===== src/rtl/sha256_compress.sv =====
// SHA-256 compression rounds: accepts one schedule word per cycle, runs 64 rounds, then adds the
// working variables into the chaining value. Define SHA256_IV_SELECT_EN to add first_block (load FIPS IV).
module sha256_compress #(
    parameter int ROUNDS = 64
) (
    input  logic         clock,
    input  logic         reset,
    input  logic         start,
`ifdef SHA256_IV_SELECT_EN
    input  logic         first_block,
`endif
    input  logic [255:0] hash_in,
    input  logic         w_valid,
    input  logic [31:0]  w_word,
    output logic         w_ready,
    output logic         busy,
    output logic [5:0]   round_index,
    output logic         digest_valid,
    output logic [255:0] digest
);
    localparam int RW = $clog2(ROUNDS);
`ifdef SHA256_IV_SELECT_EN
    localparam logic [255:0] IV =
        256'h6a09e667bb67ae853c6ef372a54ff53a510e527f9b05688c1f83d9ab5be0cd19;
`endif

    typedef enum logic [1:0] {S_IDLE, S_ROUND, S_FINAL} state_t;

    state_t          state_q, state_d;
    logic [RW-1:0]   round_q, round_d;
    logic            w_ready_q, w_ready_d;
    logic            busy_q, busy_d;
    logic            digest_valid_q, digest_valid_d;
    logic [255:0]    digest_q, digest_d;
    logic [255:0]    h_save_q, h_save_d;
    logic [31:0]     a_q, b_q, c_q, d_q, e_q, f_q, g_q, h_q;
    logic [31:0]     a_d, b_d, c_d, d_d, e_d, f_d, g_d, h_d;
    logic [31:0]     t1, t2;
    logic [255:0]    work;
    logic [255:0]    load_val;

    function automatic logic [31:0] rotr(input logic [31:0] x, input int n);
        return (x >> n) | (x << (32 - n));
    endfunction

    function automatic logic [31:0] big_sigma0(input logic [31:0] x);
        return rotr(x, 2) ^ rotr(x, 13) ^ rotr(x, 22);
    endfunction

    function automatic logic [31:0] big_sigma1(input logic [31:0] x);
        return rotr(x, 6) ^ rotr(x, 11) ^ rotr(x, 25);
    endfunction

    function automatic logic [31:0] ch(input logic [31:0] x, input logic [31:0] y,
                                       input logic [31:0] z);
        return (x & y) ^ (~x & z);
    endfunction

    function automatic logic [31:0] maj(input logic [31:0] x, input logic [31:0] y,
                                        input logic [31:0] z);
        return (x & y) ^ (x & z) ^ (y & z);
    endfunction

    function automatic logic [31:0] k_rom(input logic [5:0] t);
        logic [31:0] k;
        case (t)
            6'd0:  k = 32'h428a2f98;  6'd1:  k = 32'h71374491;
            6'd2:  k = 32'hb5c0fbcf;  6'd3:  k = 32'he9b5dba5;
            6'd4:  k = 32'h3956c25b;  6'd5:  k = 32'h59f111f1;
            6'd6:  k = 32'h923f82a4;  6'd7:  k = 32'hab1c5ed5;
            6'd8:  k = 32'hd807aa98;  6'd9:  k = 32'h12835b01;
            6'd10: k = 32'h243185be;  6'd11: k = 32'h550c7dc3;
            6'd12: k = 32'h72be5d74;  6'd13: k = 32'h80deb1fe;
            6'd14: k = 32'h9bdc06a7;  6'd15: k = 32'hc19bf174;
            6'd16: k = 32'he49b69c1;  6'd17: k = 32'hefbe4786;
            6'd18: k = 32'h0fc19dc6;  6'd19: k = 32'h240ca1cc;
            6'd20: k = 32'h2de92c6f;  6'd21: k = 32'h4a7484aa;
            6'd22: k = 32'h5cb0a9dc;  6'd23: k = 32'h76f988da;
            6'd24: k = 32'h983e5152;  6'd25: k = 32'ha831c66d;
            6'd26: k = 32'hb00327c8;  6'd27: k = 32'hbf597fc7;
            6'd28: k = 32'hc6e00bf3;  6'd29: k = 32'hd5a79147;
            6'd30: k = 32'h06ca6351;  6'd31: k = 32'h14292967;
            6'd32: k = 32'h27b70a85;  6'd33: k = 32'h2e1b2138;
            6'd34: k = 32'h4d2c6dfc;  6'd35: k = 32'h53380d13;
            6'd36: k = 32'h650a7354;  6'd37: k = 32'h766a0abb;
            6'd38: k = 32'h81c2c92e;  6'd39: k = 32'h92722c85;
            6'd40: k = 32'ha2bfe8a1;  6'd41: k = 32'ha81a664b;
            6'd42: k = 32'hc24b8b70;  6'd43: k = 32'hc76c51a3;
            6'd44: k = 32'hd192e819;  6'd45: k = 32'hd6990624;
            6'd46: k = 32'hf40e3585;  6'd47: k = 32'h106aa070;
            6'd48: k = 32'h19a4c116;  6'd49: k = 32'h1e376c08;
            6'd50: k = 32'h2748774c;  6'd51: k = 32'h34b0bcb5;
            6'd52: k = 32'h391c0cb3;  6'd53: k = 32'h4ed8aa4a;
            6'd54: k = 32'h5b9cca4f;  6'd55: k = 32'h682e6ff3;
            6'd56: k = 32'h748f82ee;  6'd57: k = 32'h78a5636f;
            6'd58: k = 32'h84c87814;  6'd59: k = 32'h8cc70208;
            6'd60: k = 32'h90befffa;  6'd61: k = 32'ha4506ceb;
            6'd62: k = 32'hbef9a3f7;
            default: k = 32'hc67178f2;
        endcase
        return k;
    endfunction

    always_comb begin
        state_d        = state_q;
        round_d        = round_q;
        digest_d       = digest_q;
        digest_valid_d = 1'b0;
        h_save_d       = h_save_q;
        {a_d, b_d, c_d, d_d, e_d, f_d, g_d, h_d} = {a_q, b_q, c_q, d_q, e_q, f_q, g_q, h_q};
        work = {a_q, b_q, c_q, d_q, e_q, f_q, g_q, h_q};
        t1   = h_q + big_sigma1(e_q) + ch(e_q, f_q, g_q) + k_rom(round_q) + w_word;
        t2   = big_sigma0(a_q) + maj(a_q, b_q, c_q);
`ifdef SHA256_IV_SELECT_EN
        load_val = first_block ? IV : hash_in;
`else
        load_val = hash_in;
`endif
        case (state_q)
            S_IDLE: begin
                if (start) begin
                    h_save_d = load_val;
                    {a_d, b_d, c_d, d_d, e_d, f_d, g_d, h_d} = load_val;
                    round_d  = '0;
                    state_d  = S_ROUND;
                end
            end
            S_ROUND: begin
                // A low w_valid simply stalls every register in place
                if (w_valid) begin
                    h_d = g_q;
                    g_d = f_q;
                    f_d = e_q;
                    e_d = d_q + t1;
                    d_d = c_q;
                    c_d = b_q;
                    b_d = a_q;
                    a_d = t1 + t2;
                    round_d = round_q + 1'b1;
                    if (round_q == RW'(ROUNDS - 1)) begin
                        state_d = S_FINAL;
                    end
                end
            end
            S_FINAL: begin
                for (int i = 0; i < 8; i++) begin
                    digest_d[255 - 32*i -: 32] = h_save_q[255 - 32*i -: 32] + work[255 - 32*i -: 32];
                end
                digest_valid_d = 1'b1;
                state_d        = S_IDLE;
            end
            default: state_d = S_IDLE;
        endcase
        w_ready_d = (state_d == S_ROUND);
        busy_d    = (state_d != S_IDLE);
    end

    always_ff @(posedge clock) begin
        if (reset) begin
            state_q        <= S_IDLE;
            round_q        <= '0;
            w_ready_q      <= 1'b0;
            busy_q         <= 1'b0;
            digest_valid_q <= 1'b0;
            digest_q       <= '0;
            {a_q, b_q, c_q, d_q, e_q, f_q, g_q, h_q} <= '0;
        end else begin
            state_q        <= state_d;
            round_q        <= round_d;
            w_ready_q      <= w_ready_d;
            busy_q         <= busy_d;
            digest_valid_q <= digest_valid_d;
            digest_q       <= digest_d;
            h_save_q       <= h_save_d;
            {a_q, b_q, c_q, d_q, e_q, f_q, g_q, h_q} <= {a_d, b_d, c_d, d_d, e_d, f_d, g_d, h_d};
        end
    end

    assign w_ready      = w_ready_q;
    assign busy         = busy_q;
    assign round_index  = round_q;
    assign digest_valid = digest_valid_q;
    assign digest       = digest_q;

endmodule


===== config.mk =====
export PLATFORM = sky130hd
export DESIGN_NAME = sha256_compress
export DESIGN_NICKNAME = d
export VERILOG_FILES = /design/src/rtl/sha256_compress.sv
export SDC_FILE = /design/constraint.sdc
export NUM_CORES = 2
export LEC_CHECK = 0
export ABC_AREA = 1
export ABC_CLOCK_PERIOD_IN_PS = 99900
export BUFFER_PORTS_ARGS = -buffer_cell sky130_fd_sc_hd__clkbuf_2
export CAP_MARGIN = 20
export CORE_MARGIN = 2
export CORE_UTILIZATION = 56
export DETAILED_ROUTE_END_ITERATION = 10
export PLACE_DENSITY = 0.82
export SETUP_SLACK_MARGIN = 0.5
export SYNTH_ARGS = -nofsm -noshare
export SYNTH_HDL_FRONTEND = slang
export SYNTH_SLANG_ARGS = --single-unit

===== constraint.sdc =====
create_clock -name clock -period 99.9 [get_ports clock]
set_input_delay 19.98 -clock clock [delete_from_list [all_inputs] [get_ports clock]]
set_output_delay 19.98 -clock clock [all_outputs]
set_load 0.05 [all_outputs]

==> results.json <==
{
  "status": "finished, final reports clean",
  "synth.area.mux_share_pct": 0.759,
  "port_buffers": 556,
  "synth_nets": 8643,
  "drc_errors": 0,
  "fp.dieH_microns": 322,
  "final-hold-violation-count": 0,
  "crit_type": "in2reg",
  "synth_xor_area_share_pct": 5.26,
  "slowest_delay_ns": 0.55,
  "synth-edff-count": 256,
  "cp.required_ns": 100.50,
  "max_freq_ghz": 0.0391,
  "fp.dieArea_sq_mm": 0.104,
  "layout.nets": 9072,
  "arrival_ns": 26.15,
  "wl_per_cell_microns": 24.6,
  "cts.sinks": 811,
  "syn_area_sq_mm": 0.0567,
  "worstSkewPairLatency_ns": 0.72,
  "holdWs_ns": 0.458,
  "post-route-min-period_ns": 25.54,
  "cts_tree": "yes",
  "drv_cap": 0,
  "clk_pin_slew_ns": 0.06,
  "place_ws_ns": 73.75,
  "area_delta_synth_final_pct": 12.3,
  "cts_setup_buffers": 0,
  "cp_top_family": "adder cells",
  "start_util_pct": 56.6,
  "synth_compound_area_share_pct": 17.1,
  "tns_ns": 0,
  "critPathMaxFanout": 5,
  "dp_hpwl_mm": 191,
  "cts_resized": 0,
  "drt-total-wl_mm": 240,
  "io_pins": 557,
  "first_iter_violations": 8161,
  "slew_viol_final": 0,
  "core_area_sq_mm": 0.100,
  "synth_cell_types": 55,
  "syn_area_per_cell_sq_um": 7.22,
  "dr.pass1.iters": 9,
  "grtUsageTotal_pct": 44.6,
  "ys_ff_latch": 811,
  "viasPerCell": 6.04,
  "synthSimpleGateAreaFrac_pct": 21.2,
  "drive_gt1_share_pct": 9.86,
  "worstPathBufferInverterCount": 7,
  "startpoint_type": "input port",
  "grt_pass1_vias": 54200,
  "cts_hold_buf": 0,
  "synth-adder-area-share_pct": 12.6,
  "synthFlopType": "dfxtp_1",
  "cts_max_path_buffers": 3,
  "final_cells": 9751,
  "ctsRootBufferMaster": "clkbuf_16",
  "finalClockSkew_ns": 0.0499,
  "tightest_slew_ns": 1.38,
  "rsz0062_at_grt": "false",
  "finalSetupViolations": 0,
  "fin_crit_sh_pct": 25.6,
  "setup_ws_ns": 74.36,
  "crit_path_end_kind": "flip-flop",
  "slowest_stage": "fa_1",
  "synth_top_family_by_area": "simple AND/OR/NAND/NOR gates",
  "chipWidth_microns": 322,
  "async_flop_share_pct": 0,
  "slew-limit-headroom_pct": 7.82,
  "postRouteAntennaNets": 0,
  "htreeDepth": 3,
  "ys_seq_area_share_pct": 33.1,
  "syn_inst": 7860,
  "hp-class": "reg2reg",
  "antenna_found_initial": 35,
  "place_inst": 9555,
  "overflow": 0,
  "rows": 116,
  "gp_congestion": 1.08,
  "vias": 58900,
  "grt_max_degree": 165,
  "synth_warnings": 0,
  "path_common_cell": "nand2_1",
  "grt_pass1_wl_mm": 343,
  "numCtsBuffers": 89
}
-- through the flow --
step	area, sq um	util (%)
floorplan	56700	-
global placement	60600	60.4
detailed placement	60600	60.4
CTS	63600	63.5
global route	63700	63.5
finish	63700	63.5
-- metal layers --
layer / global-route usage (%) / routed length (microns) / vias to the layer above
li1: - / - / 26700
met1: 59.2 / 94100 / 27400
met2: 64.8 / 98100 / 4042
met3: 13.1 / 32000 / 775
met4: 25.2 / 15900 / 18
met5: 0 / 157 / -
-- sequential cells by signal, summed over array words and instances (netlist names), 2 cells and up, named ones only --
register,flops
a_q,32
b_q,32
c_q,32
d_q,32
digest,256
e_q,32
f_q,32
g_q,32
h_q,32
h_save_q,256
round_index,6
state_q,2
-- cells by family (layout without fill, tap and decap cells) --
logic type,count (synthesis),count (layout)
other,0,28
adders and majority gates,491,491
AOI/OAI and AO/OA,1717,1717
DFF,811,811
xor gates and xnor gates,340,340
and+or+nand+nor,2973,2973
muxes,43,43
buffers and inverters,1485,1991
-- cell type report --
class                           count  area [sq um]
Antenna cell                       28          70.1
Timing Repair Buffer              608          3190
Inverter                         1215          4580
Tap cell                         1357          1700
Fill cell                        9008         36600
Clock inverter                     54           563
Clock buffer                      114          2450
Sequential cell                   811         18800
Multi-Input combinational cell   5564         32400
-- synthesized netlist by cell type (all sizes together) (7+ instances only) --
cell type,instances,share of area (%)
nand2,1445,9.6
inv,1214,8.0
nor2,1022,6.8
o21ai,809,7.1
dfxtp,555,20
a21oi,434,3.8
ha,358,7.9
nand3,310,2.8
edfxtp,256,14
clkbuf,216,1.4
xor2,215,3.3
fa,133,4.7
xnor2,125,1.9
o22ai,90,0.99
nor3,78,0.69
nand4,72,0.79
a21o,71,0.94
a31oi,66,0.73
o211ai,65,0.86
buf,54,0.45
o32ai,49,0.76
mux2i,43,0.76
o21bai,34,0.45
o21a,26,0.34
a21boi,23,0.30
nand3b,17,0.22
o221ai,17,0.26
or2,12,0.13
a31o,11,0.17
nor4,8,0.088
o311ai,7,0.11
-- final timing paths --
path,start,cells past startpoint,slack [ns],to
setup / recovery,w_word[4],30,74.36,a_q[21]
hold / removal,e_q[25],2,0.46,e_q[25]
setup reg to reg,e_q[26],29,92.09,a_q[21]
hold reg to reg,e_q[25],2,0.46,e_q[25]
-- worst min-delay path: stages (launching register included) --
cell,delay [ns]
dfxtp_1,0.31
nand2_1,0.06
nand2_1,0.04
-- layout by cell type (no fill, tap or decap), types with 10 or more instances in the layout --
cell,n
xor2_1,214
clkbuf_1,14
a21o_1,71
nand3b_1,17
clkbuf_2,555
a21oi_1,434
xnor2_1,125
o211ai_1,65
o21bai_1,34
buf_4,51
dfxtp_1,555
o221ai_1,17
ha_1,358
edfxtp_1,256
a31oi_1,66
or2_2,11
inv_1,1194
o21a_1,26
nand4_1,72
o22ai_1,90
nand3_1,308
o21ai_1,42
inv_2,16
clkbuf_16,91
fa_1,133
o21ai_0,765
nor3_1,78
nor2_1,1007
diode_2,28
a31o_2,11
clkinv_2,15
mux2i_1,43
clkbuf_8,10
nand2_1,1437
o32ai_1,49
a21boi_0,23
Power is not shown: default switching activity piles up to over one toggle a cycle in this logic, so the estimate is an artifact.
